File: config.mk
export PLATFORM = sky130hd
export DESIGN_NAME = fifo_drain_ctrl_flat
export DESIGN_NICKNAME = d
export VERILOG_FILES = /design/src/rtl/fifo_drain_ctrl_if.sv /design/src/rtl/fifo_drain_ctrl.sv /design/src/flat_wrapper.sv
export SDC_FILE = /design/constraint.sdc
export NUM_CORES = 1
export LEC_CHECK = 0
export BUFFER_PORTS_ARGS = -buffer_cell sky130_fd_sc_hd__buf_2
export CORE_ASPECT_RATIO = 0.8
export CORE_MARGIN = 2
export CORE_UTILIZATION = 35
export CTS_CLUSTER_DIAMETER = 50
export DETAILED_ROUTE_END_ITERATION = 10
export GPL_TIMING_DRIVEN = 0
export PLACE_DENSITY = 0.6
export SYNTH_ARGS = -nofsm -noshare
export SYNTH_HDL_FRONTEND = slang
export SYNTH_SLANG_ARGS = --single-unit
File: constraint.sdc
create_clock -name clk -period 2 [get_ports clk]
set_input_delay 0 -clock clk [delete_from_list [all_inputs] [get_ports clk]]
set_output_delay 0 -clock clk [all_outputs]
set_load 0.05 [all_outputs]
File: src/rtl/fifo_drain_ctrl_if.sv
// FIFO read-port and downstream valid/ready stream bundle for fifo_drain_ctrl.
// The master modport is the drain controller; the slave modport is the FIFO plus sink side.
interface fifo_drain_ctrl_if #(
    parameter int FIFO_WIDTH = 16
);
    logic                  rd_en;
    logic [FIFO_WIDTH-1:0] data_out;
    logic                  empty;
    logic                  underflow;
    logic [FIFO_WIDTH-1:0] m_data;
    logic                  m_valid;
    logic                  m_ready;

    modport master (
        output rd_en, m_data, m_valid,
        input  data_out, empty, underflow, m_ready
    );

    modport slave (
        input  rd_en, m_data, m_valid,
        output data_out, empty, underflow, m_ready
    );
endinterface

File: src/rtl/fifo_drain_ctrl.sv
// Read-side master for the sync FIFO: hides the 1-cycle read latency behind a 2-entry buffer.
// Optional macro FIFO_DRAIN_CNT_EN builds the delivered-word counter driving rd_count_o.
module fifo_drain_ctrl #(
    parameter int FIFO_WIDTH = 16,
    parameter int CNT_WIDTH  = 16
) (
    input  logic                 clk,
    input  logic                 rst,
    input  logic                 enable_i,
    input  logic                 clr_err_i,
    output logic                 err_underflow_o,
    output logic                 idle_o,
    output logic [CNT_WIDTH-1:0] rd_count_o,
    fifo_drain_ctrl_if.master    bus
);
    logic [1:0]            occ_q, occ_d;
    logic                  inflight_q, inflight_d;
    logic [FIFO_WIDTH-1:0] head_q, head_d;
    logic [FIFO_WIDTH-1:0] skid_q, skid_d;
    logic                  err_q, err_d;
    logic                  pop;
    logic                  push;
    logic                  rd_en;
    logic [2:0]            credit;

    assign pop  = (occ_q != 2'd0) & bus.m_ready;
    assign push = inflight_q;

    // Credit includes the same-cycle pop so a full-rate stream never bubbles.
    assign credit = {1'b0, occ_q} + {2'b00, inflight_q} - {2'b00, pop};
    assign rd_en  = ~rst & enable_i & ~bus.empty & (credit < 3'd2);

    assign bus.rd_en       = rd_en;
    assign bus.m_valid     = (occ_q != 2'd0);
    assign bus.m_data      = head_q;
    assign err_underflow_o = err_q;
    assign idle_o          = (occ_q == 2'd0) & ~inflight_q;

    always_comb begin
        occ_d      = occ_q;
        head_d     = head_q;
        skid_d     = skid_q;
        inflight_d = rd_en & ~bus.empty;
        err_d      = bus.underflow ? 1'b1 : (clr_err_i ? 1'b0 : err_q);
        case ({push, pop})
            2'b10: begin
                if (occ_q == 2'd0) begin
                    head_d = bus.data_out;
                end else begin
                    skid_d = bus.data_out;
                end
                occ_d = occ_q + 2'd1;
            end
            2'b01: begin
                if (occ_q == 2'd2) begin
                    head_d = skid_q;
                end
                occ_d = occ_q - 2'd1;
            end
            2'b11: begin
                // Occupancy is unchanged; the skid word moves up behind the departing head.
                if (occ_q == 2'd2) begin
                    head_d = skid_q;
                    skid_d = bus.data_out;
                end else begin
                    head_d = bus.data_out;
                end
            end
            default: ;
        endcase
    end

    always_ff @(posedge clk or posedge rst) begin
        if (rst) begin
            occ_q      <= 2'd0;
            inflight_q <= 1'b0;
            head_q     <= '0;
            skid_q     <= '0;
            err_q      <= 1'b0;
        end else begin
            occ_q      <= occ_d;
            inflight_q <= inflight_d;
            head_q     <= head_d;
            skid_q     <= skid_d;
            err_q      <= err_d;
        end
    end

`ifdef FIFO_DRAIN_CNT_EN
    logic [CNT_WIDTH-1:0] cnt_q;

    always_ff @(posedge clk or posedge rst) begin
        if (rst) begin
            cnt_q <= '0;
        end else if (pop) begin
            cnt_q <= cnt_q + CNT_WIDTH'(1);
        end
    end

    assign rd_count_o = cnt_q;
`else
    assign rd_count_o = '0;
`endif
endmodule

File: src/flat_wrapper.sv
// flat-port wrapper written by rule: the top's interface ports become plain ports
module fifo_drain_ctrl_flat 
#(
    parameter int FIFO_WIDTH = 16,
    parameter int CNT_WIDTH  = 16
)
  (clk, rst, enable_i, clr_err_i, err_underflow_o, idle_o, rd_count_o, bus_rd_en, bus_m_data, bus_m_valid, bus_data_out, bus_empty, bus_underflow, bus_m_ready);
  fifo_drain_ctrl_if #(.FIFO_WIDTH(FIFO_WIDTH)) bus_i ();
  input  logic clk;
  input  logic rst;
  input  logic enable_i;
  input  logic clr_err_i;
  output logic err_underflow_o;
  output logic idle_o;
  output logic [CNT_WIDTH-1:0] rd_count_o;
  output wire logic [$bits(bus_i.rd_en)-1:0] bus_rd_en;
  output wire logic [$bits(bus_i.m_data)-1:0] bus_m_data;
  output wire logic [$bits(bus_i.m_valid)-1:0] bus_m_valid;
  input wire logic [$bits(bus_i.data_out)-1:0] bus_data_out;
  input wire logic [$bits(bus_i.empty)-1:0] bus_empty;
  input wire logic [$bits(bus_i.underflow)-1:0] bus_underflow;
  input wire logic [$bits(bus_i.m_ready)-1:0] bus_m_ready;
  assign bus_rd_en = bus_i.rd_en;
  assign bus_m_data = bus_i.m_data;
  assign bus_m_valid = bus_i.m_valid;
  assign bus_i.data_out = bus_data_out;
  assign bus_i.empty = bus_empty;
  assign bus_i.underflow = bus_underflow;
  assign bus_i.m_ready = bus_m_ready;
  fifo_drain_ctrl #(.FIFO_WIDTH(FIFO_WIDTH), .CNT_WIDTH(CNT_WIDTH)) u_core (.clk(clk), .rst(rst), .enable_i(enable_i), .clr_err_i(clr_err_i), .err_underflow_o(err_underflow_o), .idle_o(idle_o), .rd_count_o(rd_count_o), .bus(bus_i));
endmodule
## Word level (Yosys, flattened, before mapping)

Index checks and enable logic that the tools add are counted.

| word-level totals | value |
|---|---|
| bits in registers | 36 |
| bits of input ports | 23 |
| output and inout port bits | 36 |
| word-level logic and storage cells | 45 |

| cells by class | value |
|---|---|
| add/subtract/negate cells | 4 |
| $lt $le $gt $ge | 1 |
| equal/unequal tests | 8 |
| multiplexer cells | 10 |
| bitwise operators | 9 |
| reduce and logical (&&, ||, !) cells | 8 |

Operators with widths:

| kind | number |
|---|---|
| $mux 16 | 5 |
| $pmux 16 s3 | 1 |
| $pmux 16 s2 | 1 |
| $reduce_bool 2->1 | 4 |
| $and 1x1->1 | 6 |
| $eq 2x2->1 const B | 3 |
| $ne 2x1->1 const B | 3 |
| $reduce_and 3->1 | 2 |
| $pmux 2 s2 | 1 |
| $add 2x1->3 | 1 |
| $lt 3x2->1 const B | 1 |
| $not 1->1 | 3 |
| $reduce_bool 3->1 | 1 |
| $sub 3x1->3 | 1 |
| $add 2x1->2 const B | 1 |
| $eq 2x1->1 const B | 1 |
| $logic_not 2->1 | 1 |
| $mux 1 | 2 |
| $ne 2x2->1 const B | 1 |
| $sub 2x1->2 const B | 1 |

## Longest topological paths before layout

| depth | value |
|---|---|
| depth after elaboration | 6 |
| mapped depth | 7 |
| gate-level depth less buffers | 6 |

## Worst setup path after synthesis

OpenSTA, ideal clock, no wires.

| timing path | value |
|---|---|
| kind | reg2out |
| start point | reg u_core.occ_q[0] |
| end point | out bus_rd_en |
| arrival | 3.111 ns |
| required time | 2.000 ns |
| slack | -1.111 ns |
| cell stages (with the launch flop) | 8 |
| buffers on the path | 1 |
| cells stage by stage | dfrtp_1 inv_2 buf_2 mux2i_1 nand2_1 fa_1 nand2_1 nor4_1 |

| between the ends | value |
|---|---|
| cells in the longest elaborated chain, start to end | 5 |
| elaborated cells on any way between the ends | 6 |
| those cells by class | add/sub: 2; order compare: 1; bitwise: 2; reduce/logical: 1 |

RTL lines:

| what | line | text |
|---|---|---|
| start, declared | fifo_drain_ctrl.sv:16 | `logic [1:0] occ_q, occ_d;` |
| start signal, assigned | fifo_drain_ctrl.sv:75 | `occ_q <= 2'd0;` |
| start signal, assigned | fifo_drain_ctrl.sv:81 | `occ_q <= occ_d;` |
| branches (longest 2 deep; another with $add 2x1->3) | - |  |
| $sub 3x1->3 (*) | fifo_drain_ctrl.sv:30 | `assign credit = {1'b0, occ_q} + {2'b00, inflight_q} - {2'b00, pop};` |
| $lt 3x2->1 (*) | fifo_drain_ctrl.sv:31 | `assign rd_en = ~rst & enable_i & ~bus.empty & (credit < 3'd2);` |
| $and 1x1->1 (*) | fifo_drain_ctrl.sv:31 |  |
| end, declared | flat_wrapper.sv:16 | `output wire logic [$bits(bus_i.rd_en)-1:0] bus_rd_en;` |

Mark *: on every way between the ends.

## Final worst setup path

Ends and elaborated chain as after synthesis.

==> impl_metrics.xml <==
<?xml version="1.0" encoding="UTF-8"?>
<metrics>
  <group name="cells_and_area">
    <metric name="layout.nets" unit="">293</metric>
    <metric name="layout_common_cells" unit="">43 x sky130_fd_sc_hd__buf_2, 35 x sky130_fd_sc_hd__dfrtp_1, 28 x sky130_fd_sc_hd__buf_4, 21 x sky130_fd_sc_hd__dlygate4sd3_1</metric>
    <metric name="antenna_cells_inserted" unit="">0</metric>
    <metric name="mostFrequentLayoutCell" unit="">sky130_fd_sc_hd__buf_2</metric>
    <metric name="drive_gt1_share" unit="%">42.6</metric>
    <metric name="area_growth" unit="%">40.4</metric>
  </group>
  <group name="sta">
    <metric name="post-route-worst-setup-slack" unit="ns">-0.246</metric>
    <metric name="final_hold_slack" unit="ns">0.240</metric>
    <metric name="finalSetupViolCount" unit="">2</metric>
    <metric name="final_worst_path_period_need" unit="ns">2.25</metric>
    <metric name="worst_pin_slew" unit="ns">0.766</metric>
    <metric name="period_share" unit="%">112</metric>
    <metric name="final.setup_skew" unit="ns">0.00534</metric>
    <metric name="slew_headroom" unit="%">48.9</metric>
    <metric name="maxSlewViolCount" unit="">0</metric>
    <metric name="rsz_0062_raised_after_global_routing" unit="">yes</metric>
    <metric name="timing.final.hold_violations" unit="">0</metric>
    <metric name="achievable-frequency" unit="MHz">445</metric>
  </group>
  <group name="clock_tree">
    <metric name="tritoncts_num_sinks" unit="">36</metric>
    <metric name="max-clock-path-buffers" unit="">2</metric>
    <metric name="cts_max_level" unit="">2</metric>
    <metric name="clockRootBuffer" unit="">sky130_fd_sc_hd__clkbuf_8</metric>
    <metric name="clk_pin_slew_worst_paths" unit="ns">0.07</metric>
    <metric name="tritoncts.num_buffers" unit="">5</metric>
    <metric name="clk-insertion-delay-late" unit="ns">0.29</metric>
    <metric name="tritoncts" unit="">built</metric>
  </group>
  <group name="routing">
    <metric name="detail_route.first_pass.iterations" unit="">4</metric>
    <metric name="drt_first_iter_violations" unit="">64</metric>
    <metric name="residual_drc" unit="">0</metric>
    <metric name="route.detailed.wl_per_inst" unit="um">14.5</metric>
    <metric name="routed_wl" unit="um">4850</metric>
    <metric name="drt-vias-per-instance" unit="">4.84</metric>
    <metric name="via_count" unit="">1623</metric>
    <metric name="drtAntennaViolNets" unit="">0</metric>
  </group>
  <group name="grt">
    <metric name="initial_antenna_violation_count" unit="">0</metric>
    <metric name="grt_first_pass_wirelength" unit="um">7720</metric>
    <metric name="grt_start_max_net_pins" unit="">37</metric>
    <metric name="grt_remaining_overflow" unit="">0</metric>
    <metric name="via_count_of_the_first_global_routing_pass" unit="">1552</metric>
    <metric name="grtUsageTotal" unit="%">16.1</metric>
  </group>
  <group name="worst_hold_path">
    <metric name="worstHoldStart" unit="">bus_m_ready</metric>
    <metric name="worstHoldPathCells" unit="">4</metric>
    <metric name="hold_path_class" unit="">input pin to flip-flop</metric>
    <metric name="worst_hold_path.endpoint" unit="">u_core.occ_q[1]$_DFFE_PP0P_</metric>
  </group>
  <group name="setup_path">
    <metric name="worst-path-max-fanout" unit="">3</metric>
    <metric name="reg2reg_from" unit="">u_core.occ_q[0]$_DFFE_PP0P_</metric>
    <metric name="crit_path_start_kind" unit="">flip-flop</metric>
    <metric name="cp-end-kind" unit="">output port</metric>
    <metric name="cp.required" unit="ns">2.00</metric>
    <metric name="r2r-end" unit="">u_core.inflight_q$_DFF_PP0_</metric>
    <metric name="reg2regPathDepth" unit="">7</metric>
    <metric name="crit_path_class" unit="">flip-flop to output port</metric>
    <metric name="crit_arrival" unit="ns">2.25</metric>
    <metric name="reg2reg_setup_slack" unit="ns">-0.03</metric>
  </group>
  <group name="pwr">
    <metric name="power_density_normalized_to_cell_area" unit="mW/mm2">1050</metric>
    <metric name="power" unit="mW">2.86</metric>
    <metric name="total_leakage_power" unit="nW">1.28</metric>
    <metric name="irDropWorstVdd" unit="mV">0.577</metric>
  </group>
  <group name="run">
    <metric name="maxCapViolCount" unit="">0</metric>
  </group>
  <group name="floorplanning">
    <metric name="start_util" unit="%">35.9</metric>
    <metric name="die-area" unit="mm2">0.00616</metric>
    <metric name="placementRows" unit="">24</metric>
    <metric name="top_level_ports" unit="">59</metric>
    <metric name="die_x" unit="um">87.3</metric>
    <metric name="dieHeight" unit="um">70.6</metric>
    <metric name="core_area" unit="mm2">0.00541</metric>
  </group>
  <group name="place">
    <metric name="place.detailed.hpwl" unit="um">3030</metric>
    <metric name="portBuffers" unit="">42</metric>
    <metric name="gp_congestion" unit="">0.757</metric>
  </group>
  <group name="synth">
    <metric name="syn_inst" unit="">174</metric>
    <metric name="seq_area_frac_synth" unit="%">46.4</metric>
    <metric name="synthDistinctLibCells" unit="">31</metric>
    <metric name="postSynthRegisterBits" unit="">36</metric>
    <metric name="yosys_warnings" unit="">0</metric>
    <metric name="synthesized_cell_area" unit="mm2">0.00194</metric>
    <metric name="synth_largest_area_cell" unit="">sky130_fd_sc_hd__dfrtp_1</metric>
    <metric name="synthesis.area_per_instance" unit="um2">11.2</metric>
    <metric name="netlist.area_leader.share" unit="%">46.4</metric>
    <metric name="synth_area_leaders" unit="">sky130_fd_sc_hd__dfrtp_1 46%, sky130_fd_sc_hd__mux2_4 8.5%, sky130_fd_sc_hd__a211oi_1 6.6%, sky130_fd_sc_hd__buf_4 6.6%, sky130_fd_sc_hd__a31oi_1 5.2%</metric>
  </group>
  <group name="status">
    <metric name="failed_checks" unit="">setup timing</metric>
    <metric name="status" unit="">complete, but fails checks</metric>
  </group>
</metrics>
==> how the worst max path moves through the flow <==
| stage | startpoint | to | slack (ns) | cells after the start |
|---|---|---|---|---|
| floorplan | u_core.occ_q[0]$_DFFE_PP0P_ | bus_rd_en | -0.21 | 7 |
| global route | u_core.occ_q[0]$_DFFE_PP0P_ | bus_rd_en | -0.31 | 7 |
| global placement | u_core.occ_q[0]$_DFFE_PP0P_ | bus_rd_en | -0.19 | 8 |
| detailed placement | u_core.occ_q[0]$_DFFE_PP0P_ | bus_rd_en | -0.17 | 8 |
| finish | u_core.occ_q[0]$_DFFE_PP0P_ | bus_rd_en | -0.25 | 7 |
| CTS | u_core.occ_q[0]$_DFFE_PP0P_ | bus_rd_en | -0.19 | 8 |
==> Yosys cell counts <==
cell type / instances
sky130_fd_sc_hd__dfrtp_1: 36
sky130_fd_sc_hd__a211oi_1: 17
sky130_fd_sc_hd__buf_4: 17
sky130_fd_sc_hd__o21ai_0: 17
sky130_fd_sc_hd__a31oi_1: 16
sky130_fd_sc_hd__nand3_1: 16
sky130_fd_sc_hd__mux2_4: 11
sky130_fd_sc_hd__mux2_2: 6
sky130_fd_sc_hd__buf_2: 4
sky130_fd_sc_hd__clkbuf_1: 4
sky130_fd_sc_hd__buf_6: 3
sky130_fd_sc_hd__inv_1: 3
sky130_fd_sc_hd__nand2_1: 3
sky130_fd_sc_hd__nor2_1: 2
sky130_fd_sc_hd__nor4_1: 2
sky130_fd_sc_hd__xor2_1: 2
sky130_fd_sc_hd__a21bo_2: 1
sky130_fd_sc_hd__a21boi_2: 1
sky130_fd_sc_hd__a21o_1: 1
sky130_fd_sc_hd__a21o_4: 1
sky130_fd_sc_hd__a21oi_1: 1
sky130_fd_sc_hd__and2_1: 1
sky130_fd_sc_hd__and4_1: 1
sky130_fd_sc_hd__buf_8: 1
sky130_fd_sc_hd__conb_1: 1
sky130_fd_sc_hd__fa_1: 1
sky130_fd_sc_hd__inv_2: 1
sky130_fd_sc_hd__inv_6: 1
sky130_fd_sc_hd__mux2i_1: 1
sky130_fd_sc_hd__nor2_4: 1
sky130_fd_sc_hd__o211ai_4: 1
==> cells by family (layout without fill, tap and decap cells) <==
group / after synthesis / in the layout / share of synthesized area, %
adder cells (fa/ha/maj): 1 / 1 / 1.03
buffers and inverters: 34 / 115 / 12.1
flip-flops: 36 / 36 / 46.4
XOR/XNOR: 2 / 2 / 0.903
AO/OA/AOI/OAI: 56 / 56 / 19.7
multiplexers: 18 / 18 / 12.5
other: 1 / 16 / 0.193
AND/OR/NAND/NOR: 26 / 26 / 7.09
==> power by group <==
part,total [mW],switching [mW],internal (mW)
combinational,1.18,0.761,0.423
clock,0.574,0.259,0.315
sequential,1.10,0.135,0.969
total,2.86,1.16,1.71
==> registers in the layout (all words and copies together), names as in the netlist <==
signal and flops:
u_core.skid_q 16, u_core.err_underflow_o 1, u_core.occ_q 2, u_core.inflight_q 1, u_core.bus.m_data 16
==> routing by layer <==
| metal | vias up | part of all wire [%] | global-route usage [%] |
|---|---|---|---|
| li1 | 800 | - | - |
| met1 | 770 | 50 | 24.8 |
| met2 | 48 | 45 | 22.7 |
| met3 | 5 | 4.8 | 4.08 |
| met4 | 0 | 0.78 | 3.59 |
| met5 | - | 0 | 0 |
==> repair_timing <==
action	4_1_cts	5_1_grt
setup endpoints to repair	1	1
endpoints found under the hold margin	58	0
gates resized for setup	4	4
pin swaps	2	4
setup buffers	5	6
hold buffers	21	0
==> stage by stage <==
step                      TNS [ns]  util, %  std cells  cell area [um2]  setup WS, ns
after floorplan             -0.207        -        189             2030        -0.207
after global placement      -0.194     42.9        296             2320        -0.194
after detailed placement    -0.169     42.9        296             2320        -0.169
after CTS                   -0.191     49.7        330             2680        -0.191
after global routing        -0.342     50.4        335             2720        -0.307
final                       -0.278     50.4        335             2720        -0.246
==> final cells by class <==
type | instances | area [um2]
plain buffers | 28 | 206
clock buffers | 8 | 100
well taps | 65 | 81.3
fillers | 507 | 2680
inverters | 5 | 26.3
multi-input cells | 119 | 896
flip-flops and latches | 36 | 902
repair buffers | 74 | 512
==> critical path, stage by stage, from the launching register on <==
cell                      delay [ns]
sky130_fd_sc_hd__dfrtp_2        0.44
sky130_fd_sc_hd__inv_4          0.08
sky130_fd_sc_hd__mux2i_4        0.24
sky130_fd_sc_hd__nand2_2        0.08
sky130_fd_sc_hd__fa_1           0.56
sky130_fd_sc_hd__nand2_2        0.08
sky130_fd_sc_hd__nor4_4         0.28
sky130_fd_sc_hd__buf_6          0.19
Power figures use the tool's default switching activity.
